==> src/rtl/move_link.sv <==
// Move exchange link: sends local moves with ACK/retry and delivers plus ACKs remote moves.
// Optional macro MOVE_LINK_DUP_FILTER_EN: a repeat of the last delivered move is ACKed silently.
module move_link #(
    parameter int unsigned TX_GAP_CYCLES = 67_710,
    parameter int unsigned ACK_TIMEOUT   = 6_500_000,
    parameter int unsigned MAX_RETRY     = 3,
    parameter logic [7:0]  ACK_BYTE      = 8'hFF
) (
    input  logic       clk_in,
    input  logic       rst_in,
    input  logic       send_move,
    input  logic [7:0] move_in,
    input  logic       rx_ready,
    input  logic [7:0] rx_data,
    output logic       tx_trigger,
    output logic [7:0] tx_data,
    output logic       move_valid,
    output logic [7:0] move_out,
    output logic       link_busy,
    output logic       link_error
);

    localparam int GAP_W = (TX_GAP_CYCLES > 1) ? $clog2(TX_GAP_CYCLES) : 1;
    localparam int TMO_W = (ACK_TIMEOUT > 1) ? $clog2(ACK_TIMEOUT) : 1;
    localparam int RTY_W = (MAX_RETRY > 0) ? $clog2(MAX_RETRY + 1) : 1;

    // The gap counter is loaded with GAP-1 so the next trigger lands exactly GAP clocks later.
    localparam logic [GAP_W-1:0] GAP_LOAD = GAP_W'((TX_GAP_CYCLES > 0) ? TX_GAP_CYCLES - 1 : 0);
    localparam logic [TMO_W-1:0] TMO_LAST = TMO_W'((ACK_TIMEOUT > 0) ? ACK_TIMEOUT - 1 : 0);
    localparam logic [RTY_W-1:0] RTY_MAX  = RTY_W'(MAX_RETRY);

    typedef enum logic [2:0] {
        IDLE,
        SEND_MOVE,
        WAIT_ACK,
        SEND_ACK,
        ERROR
    } state_t;

    state_t             state;
    logic               pending;
    logic               resend;
    logic               resume_wait;
    logic [7:0]         move_reg;
    logic [7:0]         inflight;
    logic [GAP_W-1:0]   gap_cnt;
    logic [TMO_W-1:0]   tmo_cnt;
    logic [RTY_W-1:0]   retry_cnt;

    logic rx_ack;
    logic rx_move;
    logic deliver;

    assign rx_ack  = rx_ready && (rx_data == ACK_BYTE);
    assign rx_move = rx_ready && (rx_data != ACK_BYTE);

`ifdef MOVE_LINK_DUP_FILTER_EN
    logic delivered;
    assign deliver = rx_move && !(delivered && (rx_data == move_out));
`else
    assign deliver = rx_move;
`endif

    assign link_busy = (state != IDLE) || pending;

    always_ff @(posedge clk_in or posedge rst_in) begin
        if (rst_in) begin
            state       <= IDLE;
            pending     <= 1'b0;
            resend      <= 1'b0;
            resume_wait <= 1'b0;
            move_reg    <= 8'h00;
            inflight    <= 8'h00;
            gap_cnt     <= '0;
            tmo_cnt     <= '0;
            retry_cnt   <= '0;
            tx_trigger  <= 1'b0;
            tx_data     <= 8'h00;
            move_valid  <= 1'b0;
            move_out    <= 8'h00;
            link_error  <= 1'b0;
`ifdef MOVE_LINK_DUP_FILTER_EN
            delivered   <= 1'b0;
`endif
        end else begin
            tx_trigger <= 1'b0;
            move_valid <= 1'b0;

            if (gap_cnt != '0) begin
                gap_cnt <= gap_cnt - 1'b1;
            end

            if (send_move && (state != ERROR)) begin
                move_reg <= move_in;
                pending  <= 1'b1;
            end

            // A received move preempts everything in IDLE and WAIT_ACK; the ACK is queued first.
            if (rx_move && ((state == IDLE) || (state == WAIT_ACK))) begin
                if (deliver) begin
                    move_out   <= rx_data;
                    move_valid <= 1'b1;
`ifdef MOVE_LINK_DUP_FILTER_EN
                    delivered  <= 1'b1;
`endif
                end
                resume_wait <= (state == WAIT_ACK);
                state       <= SEND_ACK;
            end else begin
                case (state)
                    IDLE: begin
                        if (pending) begin
                            resend <= 1'b0;
                            state  <= SEND_MOVE;
                        end
                    end

                    SEND_MOVE: begin
                        if (gap_cnt == '0) begin
                            tx_trigger <= 1'b1;
                            gap_cnt    <= GAP_LOAD;
                            tmo_cnt    <= '0;
                            state      <= WAIT_ACK;
                            if (resend) begin
                                tx_data <= inflight;
                            end else begin
                                tx_data   <= move_reg;
                                inflight  <= move_reg;
                                retry_cnt <= '0;
                                if (!send_move) begin
                                    pending <= 1'b0;
                                end
                            end
                        end
                    end

                    WAIT_ACK: begin
                        if (rx_ack) begin
                            state <= IDLE;
                        end else if (gap_cnt == '0) begin
                            if (tmo_cnt == TMO_LAST) begin
                                tmo_cnt <= '0;
                                if (retry_cnt < RTY_MAX) begin
                                    retry_cnt <= retry_cnt + 1'b1;
                                    resend    <= 1'b1;
                                    state     <= SEND_MOVE;
                                end else begin
                                    link_error <= 1'b1;
                                    state      <= ERROR;
                                end
                            end else begin
                                tmo_cnt <= tmo_cnt + 1'b1;
                            end
                        end
                    end

                    SEND_ACK: begin
                        if (gap_cnt == '0) begin
                            tx_trigger <= 1'b1;
                            tx_data    <= ACK_BYTE;
                            gap_cnt    <= GAP_LOAD;
                            tmo_cnt    <= '0;
                            state      <= resume_wait ? WAIT_ACK : IDLE;
                        end
                    end

                    ERROR: begin
                        link_error <= 1'b1;
                    end

                    default: begin
                        state <= IDLE;
                    end
                endcase
            end
        end
    end

endmodule

==> config.mk <==
export PLATFORM = sky130hd
export DESIGN_NAME = move_link
export DESIGN_NICKNAME = d
export VERILOG_FILES = /design/src/rtl/move_link.sv
export SDC_FILE = /design/constraint.sdc
export NUM_CORES = 1
export LEC_CHECK = 0
export CAP_MARGIN = 15
export CORE_ASPECT_RATIO = 0.75
export CORE_MARGIN = 4
export CORE_UTILIZATION = 52
export CTS_BUF_LIST = sky130_fd_sc_hd__clkbuf_4
export DETAILED_ROUTE_END_ITERATION = 8
export PLACE_DENSITY = 0.82
export SKIP_CTS_REPAIR_TIMING = 1
export SLEW_MARGIN = 20
export SYNTH_ARGS = -nofsm -noshare
export SYNTH_HDL_FRONTEND = slang
export SYNTH_SLANG_ARGS = --single-unit
==> constraint.sdc <==
create_clock -name clk_in -period 7.4 [get_ports clk_in]
set_input_delay 1.48 -clock clk_in [delete_from_list [all_inputs] [get_ports clk_in]]
set_output_delay 1.48 -clock clk_in [all_outputs]
set_load 0.005 [all_outputs]
==> results of run 1 <==
## layer usage
| metal | global-route usage | routed length, um | vias up |
|---|---|---|---|
| met4 | 0.0671 | 137 | 0 |
| met5 | 0 | 0 | - |
| met3 | 0.0615 | 611 | 13 |
| li1 | - | - | 1500 |
| met2 | 0.300 | 3970 | 107 |
| met1 | 0.290 | 4000 | 1538 |
## power groups by stage
stage	combinational, uW	clock, uW	sequential, uW
5_1_grt	323	264	623
4_1_cts	288	244	609
3_3_place_gp	275	0	611
2_1_floorplan	178	0	605
6_report	286	236	610
3_5_place_dp	287	0	617
## logic make-up (layout without fill, tap and decap cells)
group	after synthesis	count (layout)
xor+xnor	15	15
compound gates	73	73
flops	83	83
fa+ha+maj	5	5
buf+inv	27	71
mux	39	39
simple gates	140	140
## layout by cell type, fill, tap and decap left out, types with 7 or more instances in the layout
cell,instances
or4_1,8
clkdlybuf4s50_1,39
xor2_1,8
a31oi_1,10
dfrtp_1,83
nor2_1,26
nor3_1,11
inv_1,12
a21oi_1,16
nand2_1,28
o21ai_0,16
clkbuf_4,11
mux2i_1,14
xnor2_1,7
nand3_1,19
mux2_2,25
nand4_1,11
## worst max-delay path by stage
| stage | from | end | slack, ps | cells past startpoint |
|---|---|---|---|---|
| after detailed placement | rx_ready | tmo_cnt[20] | 3520 | 6 |
| after floorplan | rst_in | gap_cnt[0] | 3780 | 1 |
| after global placement | rx_ready | tmo_cnt[20] | 3610 | 6 |
| final | state[1] | link_busy | 3870 | 3 |
| after global routing | state[1] | link_busy | 3740 | 3 |
| after CTS | state[1] | link_busy | 3870 | 3 |
## per-stage QoR
step	setup slack, ps	hold WS, ps
2_1_floorplan	3780	451
3_3_place_gp	3610	463
3_5_place_dp	3520	473
4_1_cts	3870	503
5_1_grt	3740	526
6_report	3870	500
## final cells by class
cell class / instances / share of cell area
Inverter: 14 / 0.0120
Timing Repair Buffer: 41 / 0.0875
Multi-Input combinational cell: 272 / 0.403
Clock inverter: 5 / 0.00830
Clock buffer: 11 / 0.0177
Sequential cell: 83 / 0.444
Tap cell: 101 / 0.0270
==> flow_summary.toml, run 1 <==
[run_status]
status = "completed"

[worst_setup_path]
r2r_setup_slack_ps = 4180
cp.arrival_ps = 2050
critPathMaxStageDelay_ps = 500
worstPathRequired_ps = 5920
cp-end-kind = "output pin"
r2r_start = "gap_cnt[0]"
r2r_end = "tmo_cnt[22]"
cp_max_fo = 16
rr_worst_depth = 8
slowest_stage = "clkdlybuf4s50_1"
path_cells = "inv_1, nand3_1, clkdlybuf4s50_1"
critPathLaunchType = "flip-flop"
crit_buf_inv = 2
path_delay_family = "buffers and inverters"
crit_type = "reg -> out"

[power]
switchingPower_uw = 370
swShare = 0.327
power_density_nw_per_um2 = 242
seq_power_share = 0.539
clkPwrFrac = 0.208
p_comb_frac = 0.253
ir_worst_vdd_uv = 181
power.total_uw = 1130
power.leakage_uw = 0.00192
p_int_uw = 762

[synthesis]
synth_top_area_frac = 0.511
muxShareOfSynthArea = 0.104
synth-edff-count = 0
synth_common_cells = "dfrtp_1, nand2_1, nor2_1, mux2_2, nand3_1"
async_flop_share = 1.00
yosysMostFrequentCell = "dfrtp_1"
yosysWarnings = 0
synth_compound_area_frac = 0.116
synth_cells = 382
synth_area_leader_cell = "dfrtp_1"
netlist_top_cells_area = "dfrtp_1, mux2_2, mux2i_1, nand2_1, nor2_1"
synth_seq_cells = 83
synth.yosys.seq_area_share = 0.511
synth_fp_nets = 407
synth_top_family_by_area = "simple AND/OR/NAND/NOR gates"
yosys.area_share.simple = 0.195
synth-adder-area-share = 0.0154
synth_xor_area_frac = 0.0323
synth.cell_area_um2 = 4070
synthFlopType = "dfrtp_1"
ys_types = 51
syn_area_per_cell_um2 = 10.6

[job]
max_cap_violations = 0

[cts]
cts.reportedPaths.clkPinSlew_ps = 120
root_buffer = "clkbuf_4"
cts.sinks = 83
cts-htree-levels = 3
numCtsBuffers = 9
cts_tree = "yes"
insertion_delay_ps = 430
clockBufferDepth = 2

[global_routing]
grt_pass1_vias = 3106
grt-ovfl-total = 0
grt_usage = 0.204
grt_first_pass_wirelength_mm = 15.0
grt_max_degree = 84
antenna_found_initial = 0

[sta]
fmax_mhz = 283
setup-tns-final_ps = 0
worstMarginPinSlew_ps = 879
relSlewSlack = 0.410
slew_violations = 0
setup_violations = 0
fin_crit_sh = 0.477
hold_viol = 0
min_period_ps = 3530
skew_ps = 14.0
rsz0062_at_grt = "false"

[route]
via_per_inst = 5.99
wl_per_cell_um = 16.5
wirelength_mm = 8.71
ant_nets = 0
drt_iter0_markers = 252
firstDrtPassIters = 6
post-route-drc-count = 0
vias = 3158

[floorplanning]
start_util = 0.545
dieArea_um2 = 9320
core_area_um2 = 7470
fp.dieW_um = 110
die_h_um = 84.6
rows = 27
ioPinCount = 40

[finish]
finalInstanceArea_um2 = 4680
largest_reg_flops = 23
largest-register = "tmo_cnt"
fill_cells = 581
final_core_util = 0.626
register_area_um2 = 2080
antenna_cells = 0
num-nets-final = 446
multi_input_area_um2 = 1890
drive_gt1_frac = 0.138
final_cells = 527
largestRegisters = "tmo_cnt x23, gap_cnt x17"
syn_to_final_growth_pct = 14.9

[placed_design]
place_inst = 511
port_buffers = 39
gp_congestion = 0.856
dp_hpwl_mm = 6.23
placed_cell_area_um2 = 4550

[hold_path]
hp-start = "retry_cnt[0]"
holdPathStages = 1
min_to = "retry_cnt[0]"
min_path_type = "reg -> reg"
No activity file was read; power rests on OpenSTA's default activity.
==> run 2, diff against run 1 <==
Clock period 7.4 ns to 3.5 ns, I/O delays scaled along.
==> run 2 against run 1 <==
Net effect:
- hold slack worse by 5.9 ps
- critical path depth up 4
- combinational power up 110%
- cell count up 0.38%
- core utilization up 0.52 points
- first-iteration DRC count up 27%
- via count up 0.22%
- clock power up 130%
- wire length up 5.6%
- sequential cell count unchanged
- setup slack worse by 3100 ps
- cell area up 0.83%
==> flow_summary.toml, run 2 (synthesized netlist as in run 1, its figures left out) <==
[sta]
rsz0062_at_grt = "false"
relSlewSlack = 0.400
hold_viol = 0
setup-tns-final_ps = 0
min_period_ps = 2770
setup_violations = 0
slew_violations = 0
fmax_mhz = 361
worstMarginPinSlew_ps = 894
skew_ps = 21.9
fin_crit_sh = 0.791

[worst_setup_path]
worstPathRequired_ps = 3840
critPathLaunchType = "flip-flop"
critPathMaxStageDelay_ps = 790
cp.arrival_ps = 3110
r2r_start = "gap_cnt[0]"
crit_type = "reg -> reg"
setup.worst_path.start = "gap_cnt[0]"
cp-end-kind = "flip-flop"
path_delay_family = "simple AND/OR/NAND/NOR gates"
cp_max_fo = 10
crit_buf_inv = 1
path_cells = "inv_1, ha_1, nor4b_2, nand3_1, or4_1, a32oi_1, o22ai_1"
slowest_stage = "or4_1"

[floorplanning]
core_area_um2 = 7470
rows = 27
dieArea_um2 = 9320
die_h_um = 84.6
start_util = 0.545
fp.dieW_um = 110
ioPinCount = 40

[job]
max_cap_violations = 0

[global_routing]
grt_usage = 0.218
antenna_found_initial = 0
grt_pass1_vias = 3264
grt_max_degree = 47
grt-ovfl-total = 0
grt_first_pass_wirelength_mm = 15.9

[hold_path]
hp-start = "retry_cnt[0]"
min_path_type = "reg -> reg"

[finish]
multi_input_area_um2 = 1890
antenna_cells = 0
drive_gt1_frac = 0.138
largestRegisters = "tmo_cnt x23, gap_cnt x17"
num-nets-final = 448
final_core_util = 0.631
register_area_um2 = 2080
final_common_cell = "dfrtp_1"
largest_reg_flops = 23
largest-register = "tmo_cnt"
final_cell_mix = "dfrtp_1, clkdlybuf4s50_1, nand2_1"
fill_cells = 595
syn_to_final_growth_pct = 15.9

[cts]
numCtsBuffers = 9
insertion_delay_ps = 450
cts_tree = "yes"
cts.sinks = 83
cts-htree-levels = 3
root_buffer = "clkbuf_4"
cts.reportedPaths.clkPinSlew_ps = 140
clockBufferDepth = 2

[route]
firstDrtPassIters = 5
post-route-drc-count = 0
wirelength_mm = 9.20
via_per_inst = 5.98
vias = 3165
ant_nets = 0
drt_iter0_markers = 319
wl_per_cell_um = 17.4

[power]
power_density_nw_per_um2 = 519
power.leakage_uw = 0.00194
ir_worst_vdd_uv = 432

[placed_design]
dp_hpwl_mm = 6.71
gp_congestion = 0.902
port_buffers = 39

[run_status]
status = "completed"
[run 2: final cells by class]
cell class | instances | share of cell area
inverters | 14 | 0.0119
multi-input cells | 272 | 0.400
clock buffers | 11 | 0.0175
well taps | 101 | 0.0268
clock inverters | 5 | 0.0114
flip-flops and latches | 83 | 0.441
repair buffers | 43 | 0.0918
[run 2: path summary, 6_finish.rpt]
path | end | slack (ps) | cells past startpoint
max | retry_cnt[1] | 730 | 7
min | retry_cnt[0] | 490 | 1
max reg2reg | retry_cnt[1] | 730 | 7
min reg2reg | retry_cnt[0] | 490 | 1
max in group asynchronous | gap_cnt[14] | 2180 | 3
min in group asynchronous | gap_cnt[2] | 640 | 2
[run 2: worst register-to-register path, stage by stage, from the launching register on]
cell and delay, ps:
dfrtp_1 430, inv_1 110, ha_1 180, nor4b_2 370, nand3_1 290, or4_1 790, a32oi_1 350, o22ai_1 130
[run 2: power breakdown]
group | switching, uW | internal (uW)
sequential | 165 | 1120
clock | 322 | 231
combinational | 282 | 324
[run 2: through the flow]
| step | instance area, um^2 | hold slack (ps) | total power, uW | worst slack [ps] | cells |
|---|---|---|---|---|---|
| floorplan | 4070 | 451 | 1650 | 663 | 382 |
| global placement | 4570 | 464 | 1880 | 504 | 513 |
| detailed placement | 4570 | 480 | 1910 | 354 | 513 |
| CTS | 4710 | 497 | 2470 | 738 | 529 |
| global route | 4710 | 528 | 2610 | 564 | 529 |
| finish | 4710 | 494 | 2450 | 730 | 529 |
[run 2: layer usage]
metal	up-vias	wire length [um]	global-route usage
met5	-	0	0
met4	0	98	0.0604
met3	11	580	0.0746
met2	93	4290	0.328
met1	1561	4240	0.302
li1	1500	-	-
==> run 3, diff against run 2 <==
Settings changed: PLACE_DENSITY 0.82 to 0.85.
Clock period 3.5 ns to 2.4 ns, I/O delays scaled along.
==> run 3 against run 2 <==
Net effect:
- maximum frequency is 19% higher
- critical endpoint is now tmo_cnt[19]
- sequential share of layout area is 3.2 points lower
- combinational power grew 86%
==> flow_summary.toml, run 3 (synthesized netlist as in run 1, its figures left out) <==
[sta]
setup_violations = 0
holdWs_ps = 384
fmax_mhz = 431
worstMarginPinSlew_ps = 855
rsz0062_at_grt = "false"
skew_ps = 9.52
fin_crit_sh = 0.966
min_period_ps = 2320
hold_viol = 0
slew_violations = 0
relSlewSlack = 0.426

[finish]
largest_reg_flops = 23
final_core_util = 0.681
finalInstanceArea_um2 = 5080
drive_gt1_frac = 0.231
antenna_cells = 0
final_common_cell = "dfrtp_1"
final_cell_mix = "dfrtp_1, clkdlybuf4s50_1, buf_4"
num-nets-final = 484
largestRegisters = "tmo_cnt x23, gap_cnt x17"
syn_to_final_growth_pct = 25.0
largest-register = "tmo_cnt"

[worst_setup_path]
crit_type = "reg -> reg"
cp.arrival_ps = 2690
cp-end-kind = "flip-flop"
worstPathRequired_ps = 2780
critPathLaunchType = "flip-flop"
cp_max_fo = 4

[power]
clkPwrFrac = 0.186
p_comb_frac = 0.304
power.total_uw = 3720
p_int_uw = 2470
swShare = 0.337
seq_power_share = 0.509
power_density_nw_per_um2 = 732
ir_worst_vdd_uv = 480
switchingPower_uw = 1260
power.leakage_uw = 0.00213

[floorplanning]
dieArea_um2 = 9320
die_h_um = 84.6
start_util = 0.545
rows = 27
core_area_um2 = 7470
ioPinCount = 40
fp.dieW_um = 110

[placed_design]
dp_hpwl_mm = 7.02
gp_congestion = 0.874
placed_cell_area_um2 = 4810
port_buffers = 39

[cts]
numCtsBuffers = 9
root_buffer = "clkbuf_4"
insertion_delay_ps = 440
clockBufferDepth = 2
cts.reportedPaths.clkPinSlew_ps = 130
cts_tree = "yes"
cts.sinks = 83
cts-htree-levels = 3

[route]
via_per_inst = 6.02
drt_iter0_markers = 294
wl_per_cell_um = 17.3
vias = 3400
met1Wirelength_mm = 4.29
topRoutingLayerUsed = "met4"
wl_met3_um = 565
firstDrtPassIters = 5
post-route-drc-count = 0
ant_nets = 0
dr_wl_met2_mm = 4.68
wirelength_mm = 9.79

[global_routing]
grt-ovfl-total = 0
grt_max_degree = 38
grt_first_pass_wirelength_mm = 15.9
grt_usage = 0.217
grt_pass1_vias = 3378
antenna_found_initial = 0

[run_status]
status = "completed"

[job]
max_cap_violations = 0

[hold_path]
min_path_type = "in -> async"
run 3: power groups by stage:
stage	Clock (uW)	Combinational (uW)	Sequential [uW]
floorplan	0	548	1860
global placement	0	939	1870
detailed placement	0	986	1900
CTS	719	990	1870
global route	778	1240	1930
finish	694	1130	1900
run 3: cell type report:
| type | count | area (um^2) |
|---|---|---|
| fill | 556 | 2380 |
| sequential | 83 | 2080 |
| multi-input combinational | 272 | 1970 |
| timing repair buffer | 79 | 737 |
| tap | 101 | 126 |
| clock buffer | 9 | 67.6 |
| inverter | 14 | 62.6 |
| clock inverter | 7 | 45.0 |
run 3: layer usage:
metal	global-route usage	vias to the layer above
met5	0	-
met4	0.0727	0
li1	-	1570
met2	0.347	125
met1	0.288	1668
met3	0.0576	37
run 3: final timing paths:
path / startpoint / to / slack, ps / depth (start not counted)
max in group asynchronous: rst_in / tmo_cnt[6] / 1480 / 3
worst min register to register: retry_cnt[0] / retry_cnt[0] / 490 / 1
worst max-delay path: gap_cnt[9] / tmo_cnt[19] / 80 / 6
min in group clk_in: retry_cnt[0] / retry_cnt[0] / 490 / 1
worst max register to register: gap_cnt[9] / tmo_cnt[19] / 80 / 6
worst min-delay path: rst_in / move_out[1] / 380 / 2
run 3: worst max-delay path, stage by stage (launching register included):
cell,delay [ps]
dfrtp_1,470
nor4_4,390
and4_4,320
inv_4,40
or4_4,540
or3_1,360
a21oi_1,130
run 3: metrics by stage:
stage               std cells  TNS (ps)  setup WS (ps)
floorplan                 382         0           24.0
global placement          543      -567           -170
detailed placement        543      -964           -191
CTS                       559      -497           -121
global route              565         0           13.1
finish                    565         0           80.7
